===== src/rtl/actuator_sequencer.sv =====
// Climate actuator sequencer: two interlocked channel FSMs (thermal, humidity) with minimum on-time and dead time.
// Optional build macro ACT_SEQ_FAN_ASSIST_EN lets the dehumidifier borrow the fan while the thermal channel is idle or running the fan.
module actuator_sequencer #(
    parameter int unsigned MIN_ON_CYC = 16,
    parameter int unsigned DEAD_CYC   = 8
) (
    input  logic pclk,
    input  logic presetn,
    input  logic sys_en,
    input  logic temp_low,
    input  logic temp_high,
    input  logic hum_low,
    input  logic hum_high,
    output logic heater_en,
    output logic fan_en,
    output logic humidifier_en,
    output logic dehumidifier_en,
    output logic conflict
);

    typedef enum logic [1:0] {
        IDLE = 2'd0,
        ON_A = 2'd1,
        ON_B = 2'd2,
        DEAD = 2'd3
    } state_t;

    localparam logic [15:0] MIN_LOAD  = 16'(MIN_ON_CYC);
    localparam logic [15:0] DEAD_LOAD = 16'(DEAD_CYC);

    // Index 0 is the thermal channel, index 1 the humidity channel.
    logic [1:0] req_a_reg;
    logic [1:0] req_b_reg;
    logic       conflict_reg;

    logic [1:0] on_a_next;
    logic [1:0] on_b_next;
    logic [1:0] dead_next;

    logic heater_reg;
    logic fan_reg;
    logic humidifier_reg;
    logic dehumidifier_reg;

    always_ff @(posedge pclk or negedge presetn) begin
        if (!presetn) begin
            req_a_reg    <= 2'b00;
            req_b_reg    <= 2'b00;
            conflict_reg <= 1'b0;
        end else begin
            req_a_reg <= {hum_low, temp_low};
            req_b_reg <= {hum_high, temp_high};
            if (|(req_a_reg & req_b_reg)) begin
                conflict_reg <= 1'b1;
            end
        end
    end

    genvar gi;
    generate
        for (gi = 0; gi < 2; gi++) begin : g_chan
            state_t      state_reg;
            state_t      state_next;
            logic [15:0] cnt_reg;
            logic [15:0] cnt_next;
            logic        want_a;
            logic        want_b;
            logic        cnt_last;

            // Opposing requests together cancel out, so a channel can never see both.
            always_comb begin
                want_a     = req_a_reg[gi] & ~req_b_reg[gi];
                want_b     = req_b_reg[gi] & ~req_a_reg[gi];
                cnt_last   = (cnt_reg <= 16'd1);
                state_next = state_reg;
                cnt_next   = (cnt_reg == 16'd0) ? 16'd0 : cnt_reg - 16'd1;
                case (state_reg)
                    IDLE: begin
                        if (sys_en && want_a) begin
                            state_next = ON_A;
                            cnt_next   = MIN_LOAD;
                        end else if (sys_en && want_b) begin
                            state_next = ON_B;
                            cnt_next   = MIN_LOAD;
                        end
                    end
                    ON_A: begin
                        if (!sys_en || (cnt_last && !want_a)) begin
                            state_next = DEAD;
                            cnt_next   = DEAD_LOAD;
                        end
                    end
                    ON_B: begin
                        if (!sys_en || (cnt_last && !want_b)) begin
                            state_next = DEAD;
                            cnt_next   = DEAD_LOAD;
                        end
                    end
                    DEAD: begin
                        if (cnt_last) begin
                            state_next = IDLE;
                            cnt_next   = 16'd0;
                        end
                    end
                    default: begin
                        state_next = IDLE;
                        cnt_next   = 16'd0;
                    end
                endcase
            end

            always_ff @(posedge pclk or negedge presetn) begin
                if (!presetn) begin
                    state_reg <= IDLE;
                    cnt_reg   <= 16'd0;
                end else begin
                    state_reg <= state_next;
                    cnt_reg   <= cnt_next;
                end
            end

            assign on_a_next[gi] = (state_next == ON_A);
            assign on_b_next[gi] = (state_next == ON_B);
            assign dead_next[gi] = (state_next == DEAD);
        end
    endgenerate

    // Enables are registered from the next state so they line up with the FSM state.
    always_ff @(posedge pclk or negedge presetn) begin
        if (!presetn) begin
            heater_reg       <= 1'b0;
            fan_reg          <= 1'b0;
            humidifier_reg   <= 1'b0;
            dehumidifier_reg <= 1'b0;
        end else begin
            heater_reg       <= on_a_next[0];
            humidifier_reg   <= on_a_next[1];
            dehumidifier_reg <= on_b_next[1];
`ifdef ACT_SEQ_FAN_ASSIST_EN
            fan_reg <= on_b_next[0] | (on_b_next[1] & ~on_a_next[0] & ~dead_next[0]);
`else
            fan_reg <= on_b_next[0];
`endif
        end
    end

`ifndef ACT_SEQ_FAN_ASSIST_EN
    logic unused_dead;
    assign unused_dead = ^dead_next;
`endif

    assign heater_en       = heater_reg;
    assign fan_en          = fan_reg;
    assign humidifier_en   = humidifier_reg;
    assign dehumidifier_en = dehumidifier_reg;
    assign conflict        = conflict_reg;

endmodule


===== config.mk =====
export PLATFORM = sky130hd
export DESIGN_NAME = actuator_sequencer
export DESIGN_NICKNAME = d
export VERILOG_FILES = /design/src/rtl/actuator_sequencer.sv
export SDC_FILE = /design/constraint.sdc
export NUM_CORES = 1
export LEC_CHECK = 0
export ABC_CLOCK_PERIOD_IN_PS = 2200
export BUFFER_PORTS_ARGS = -buffer_cell sky130_fd_sc_hd__buf_2
export CORE_ASPECT_RATIO = 1.1
export CORE_MARGIN = 2
export CORE_UTILIZATION = 55
export DETAILED_ROUTE_END_ITERATION = 7
export HOLD_SLACK_MARGIN = 0.05
export PLACE_DENSITY_LB_ADDON = 0.12
export SKIP_LAST_GASP = 1
export SYNTH_ARGS = -nofsm -noshare
export SYNTH_HDL_FRONTEND = slang
export SYNTH_SLANG_ARGS = --single-unit

===== constraint.sdc =====
create_clock -name pclk -period 2.2 [get_ports pclk]
set_clock_uncertainty 0.2 [all_clocks]
set_input_delay 0.22 -clock pclk [delete_from_list [all_inputs] [get_ports pclk]]
set_output_delay 0.22 -clock pclk [all_outputs]
set_load 0.02 [all_outputs]

==> flow_metrics.env <==
export IMPL_fin_nets=313
export IMPL_cp_max_fo=9
export IMPL_grt_ovfl_total=0
export IMPL_worstPathRequired_ps=2190
export IMPL_slowest_delay_ps=460
export IMPL_syn_inst=256
export IMPL_vias=2059
export IMPL_clkPwrFrac_pct=14.8
export IMPL_fillCellCount=326
export IMPL_drive_above_1_share_pct=24.25
export IMPL_vdd_ir_drop_worst_v=0.0008232
export IMPL_switching_share_pct=40.46
export IMPL_yosys_top_cells_count="45 x dfrtp_1, 22 x nand2_1, 20 x nor2_1, 20 x nor3_1"
export IMPL_setup_violations=0
export IMPL_slowest_stage="dfrtp_1"
export IMPL_die_area_mm2=0.005139
export IMPL_finalPower_mw=4.404
export IMPL_end_kind="register"
export IMPL_num_antenna_cells=0
export IMPL_ios=12
export IMPL_synth_edf_count=0
export IMPL_power_leakage_nw=1.337
export IMPL_grt_util_all_layers_pct=23.86
export IMPL_final_area_mm2=0.003092
export IMPL_crit_chain="nor4_4 -> nand4_2 -> o31a_1 -> a311oi_4 -> buf_6 -> nor3_1"
export IMPL_maxCapViolCount=0
export IMPL_die_x_um=68.54
export IMPL_rows=25
export IMPL_slew_headroom_pct=48.13
export IMPL_fin_crit_sh_pct=97.85
export IMPL_instances_no_fill=355
export IMPL_yosysTopAreaCell="dfrtp_1"
export IMPL_rsz0062_at_grt="yes"
export IMPL_yosysSeqAreaShare_pct=44.69
export IMPL_rrSetupSlack_ps=50
export IMPL_wire_per_inst_um=15.39
export IMPL_p_per_area_mw_per_mm2=1424
export IMPL_post_route_min_period_ps=2153
export IMPL_synth_largest_type_area_fraction_pct=44.69
export IMPL_worst_pin_slew_ps=778.0
export IMPL_p_sw_mw=1.782
export IMPL_dpl_cell_area_mm2=0.002831
export IMPL_remaining_drc_errors=0
export IMPL_synth_cell_area_mm2=0.002520
export IMPL_io_buffers=11
export IMPL_place_congestion=0.8049
export IMPL_slew_violations=0
export IMPL_power_frac_comb_pct=52.1
export IMPL_synth_area_top_cells="dfrtp_1 45%, xnor2_1 4.9%, a211oi_1 4.2%, xor2_1 4.2%, nor3_1 4.0%"
export IMPL_grt_pass1_vias=2001
export IMPL_async_flop_share_pct=100.0
export IMPL_cts_sinks=45
export IMPL_cts_tree="done"
export IMPL_synth_distinct_cells=45
export IMPL_largest_reg_flops=32
export IMPL_ctsRootBufferMaster="clkbuf_8"
export IMPL_ys_seq_elements=45
export IMPL_ys_warnings_count=0
export IMPL_dp_cells=339
export IMPL_clk_pin_slew_ps=90
export IMPL_clk_latency_ps=300
export IMPL_grt_pass1_wl_um=9177
export IMPL_cts_buffers=5
export IMPL_syn_num_nets=269
export IMPL_dr_pass1_iters=4
export IMPL_drtAntennaViolNets=0
export IMPL_clock_fmax_ghz=0.4645
export IMPL_final_hold_violation_count=0
export IMPL_grt_max_degree=35
export IMPL_drt_wl_total_um=5465
export IMPL_seqPwrFrac_pct=33.0
export IMPL_min_path_type="in2reg"
export IMPL_antenna_found_initial=0
export IMPL_start_util_pct=57.96
export IMPL_ys_flop_type="dfrtp_1"
export IMPL_h_tree_depth=2
export IMPL_worstSetupPathType="reg2reg"
export IMPL_internal_power_mw=2.622
export IMPL_status="completed"
export IMPL_fp_dieH_um=74.99
export IMPL_areaGrowthSynthToFinish_pct=22.69
export IMPL_dp_hpwl_um=3629
export IMPL_fp_coreArea_mm2=0.004348
export IMPL_synth_most_common_cell="dfrtp_1"
export IMPL_path_delay_family="compound AO/OA/AOI/OAI gates"
export IMPL_clockBufferDepth=2
export IMPL_crit_buf_inv=1
export IMPL_syn_mean_instance_area_um2=9.843
export IMPL_start_kind="register"
export IMPL_viasPerCell=5.800
export IMPL_drt_iter0_markers=150
export IMPL_crit_arrival_ps=2140
==> per-stage QoR <==
stage	hold WS [ps]	utilization, %	setup TNS [ps]	worst slack [ps]
6_report	113.8	71.11	0	47.38
3_3_place_gp	127.9	65.12	0	57.09
3_5_place_dp	129.7	65.12	0	32.54
5_1_grt	124.8	71.11	-122.2	-21.48
2_1_floorplan	-275.6	-	0	7.145
4_1_cts	104.3	68.95	0	3.629
==> logic make-up (layout without fill, tap and decap cells) <==
group                    count (synthesis)  in the layout  synth area share (%)
XOR/XNOR                                26             26                 9.037
AND/OR/NAND/NOR                        107            107                 24.38
buffers and inverters                   20             65                 3.922
adder cells (fa/ha/maj)                  6              6                 2.979
AO/OA/AOI/OAI                           52             52                 15.00
flip-flops                              45             45                 44.69
==> power groups by stage <==
stage                     clock [mW]  sequential [mW]  combinational (mW)
after global placement             0             1.43                2.05
after floorplan                    0             1.39                1.47
final                          0.653             1.45                2.30
after global routing           0.695             1.50                2.56
after CTS                      0.659             1.42                2.11
after detailed placement           0             1.43                2.09
==> per-layer routing <==
| layer | share of wire (%) | global-route usage, % | vias to the layer above |
|---|---|---|---|
| met5 | 0 | 0 | - |
| met4 | 1.3 | 6.889 | 0 |
| met3 | 4.1 | 5.082 | 7 |
| met2 | 46 | 35.68 | 39 |
| met1 | 48 | 34.99 | 998 |
| li1 | - | - | 1015 |
==> final timing paths <==
| kind | from | endpoint | depth (start not counted) |
|---|---|---|---|
| max | g_chan[1].cnt_reg[11] | g_chan[1].cnt_reg[13] | 6 |
| min | sys_en | fan_en | 2 |
| max reg2reg | g_chan[1].cnt_reg[11] | g_chan[1].cnt_reg[13] | 6 |
| min reg2reg | conflict | conflict | 1 |
| max in group asynchronous | presetn | g_chan[0].cnt_reg[0] | 3 |
| min in group asynchronous | presetn | g_chan[1].cnt_reg[8] | 2 |
==> cell type report <==
type | instances | area, um^2 | area share (%)
multi-input combinational | 191 | 1361 | 44.03
sequential | 45 | 1127 | 36.46
timing repair buffer | 48 | 385.4 | 12.46
clock buffer | 7 | 86.33 | 2.792
tap | 54 | 67.56 | 2.185
inverter | 9 | 33.78 | 1.093
clock inverter | 1 | 30.03 | 0.9713
==> placed cells by master, fill, tap and decap left out, types with 10 or more instances in the layout <==
cell type and instances:
a21oi_1 10, xnor2_1 14, nor3_1 19, nor2_1 19, buf_4 26, a211oi_1 14
xor2_1 12, buf_2 11, dfrtp_1 44, nand2_1 22
==> what timing repair did <==
item	4_1_cts	5_1_grt
endpoints found under the hold margin	36	0
hold buffers	5	0
endpoints found under the setup margin	0	35
resized for setup	0	16
setup buffers	0	3
Note: power is estimated with default switching activity, not from simulation.
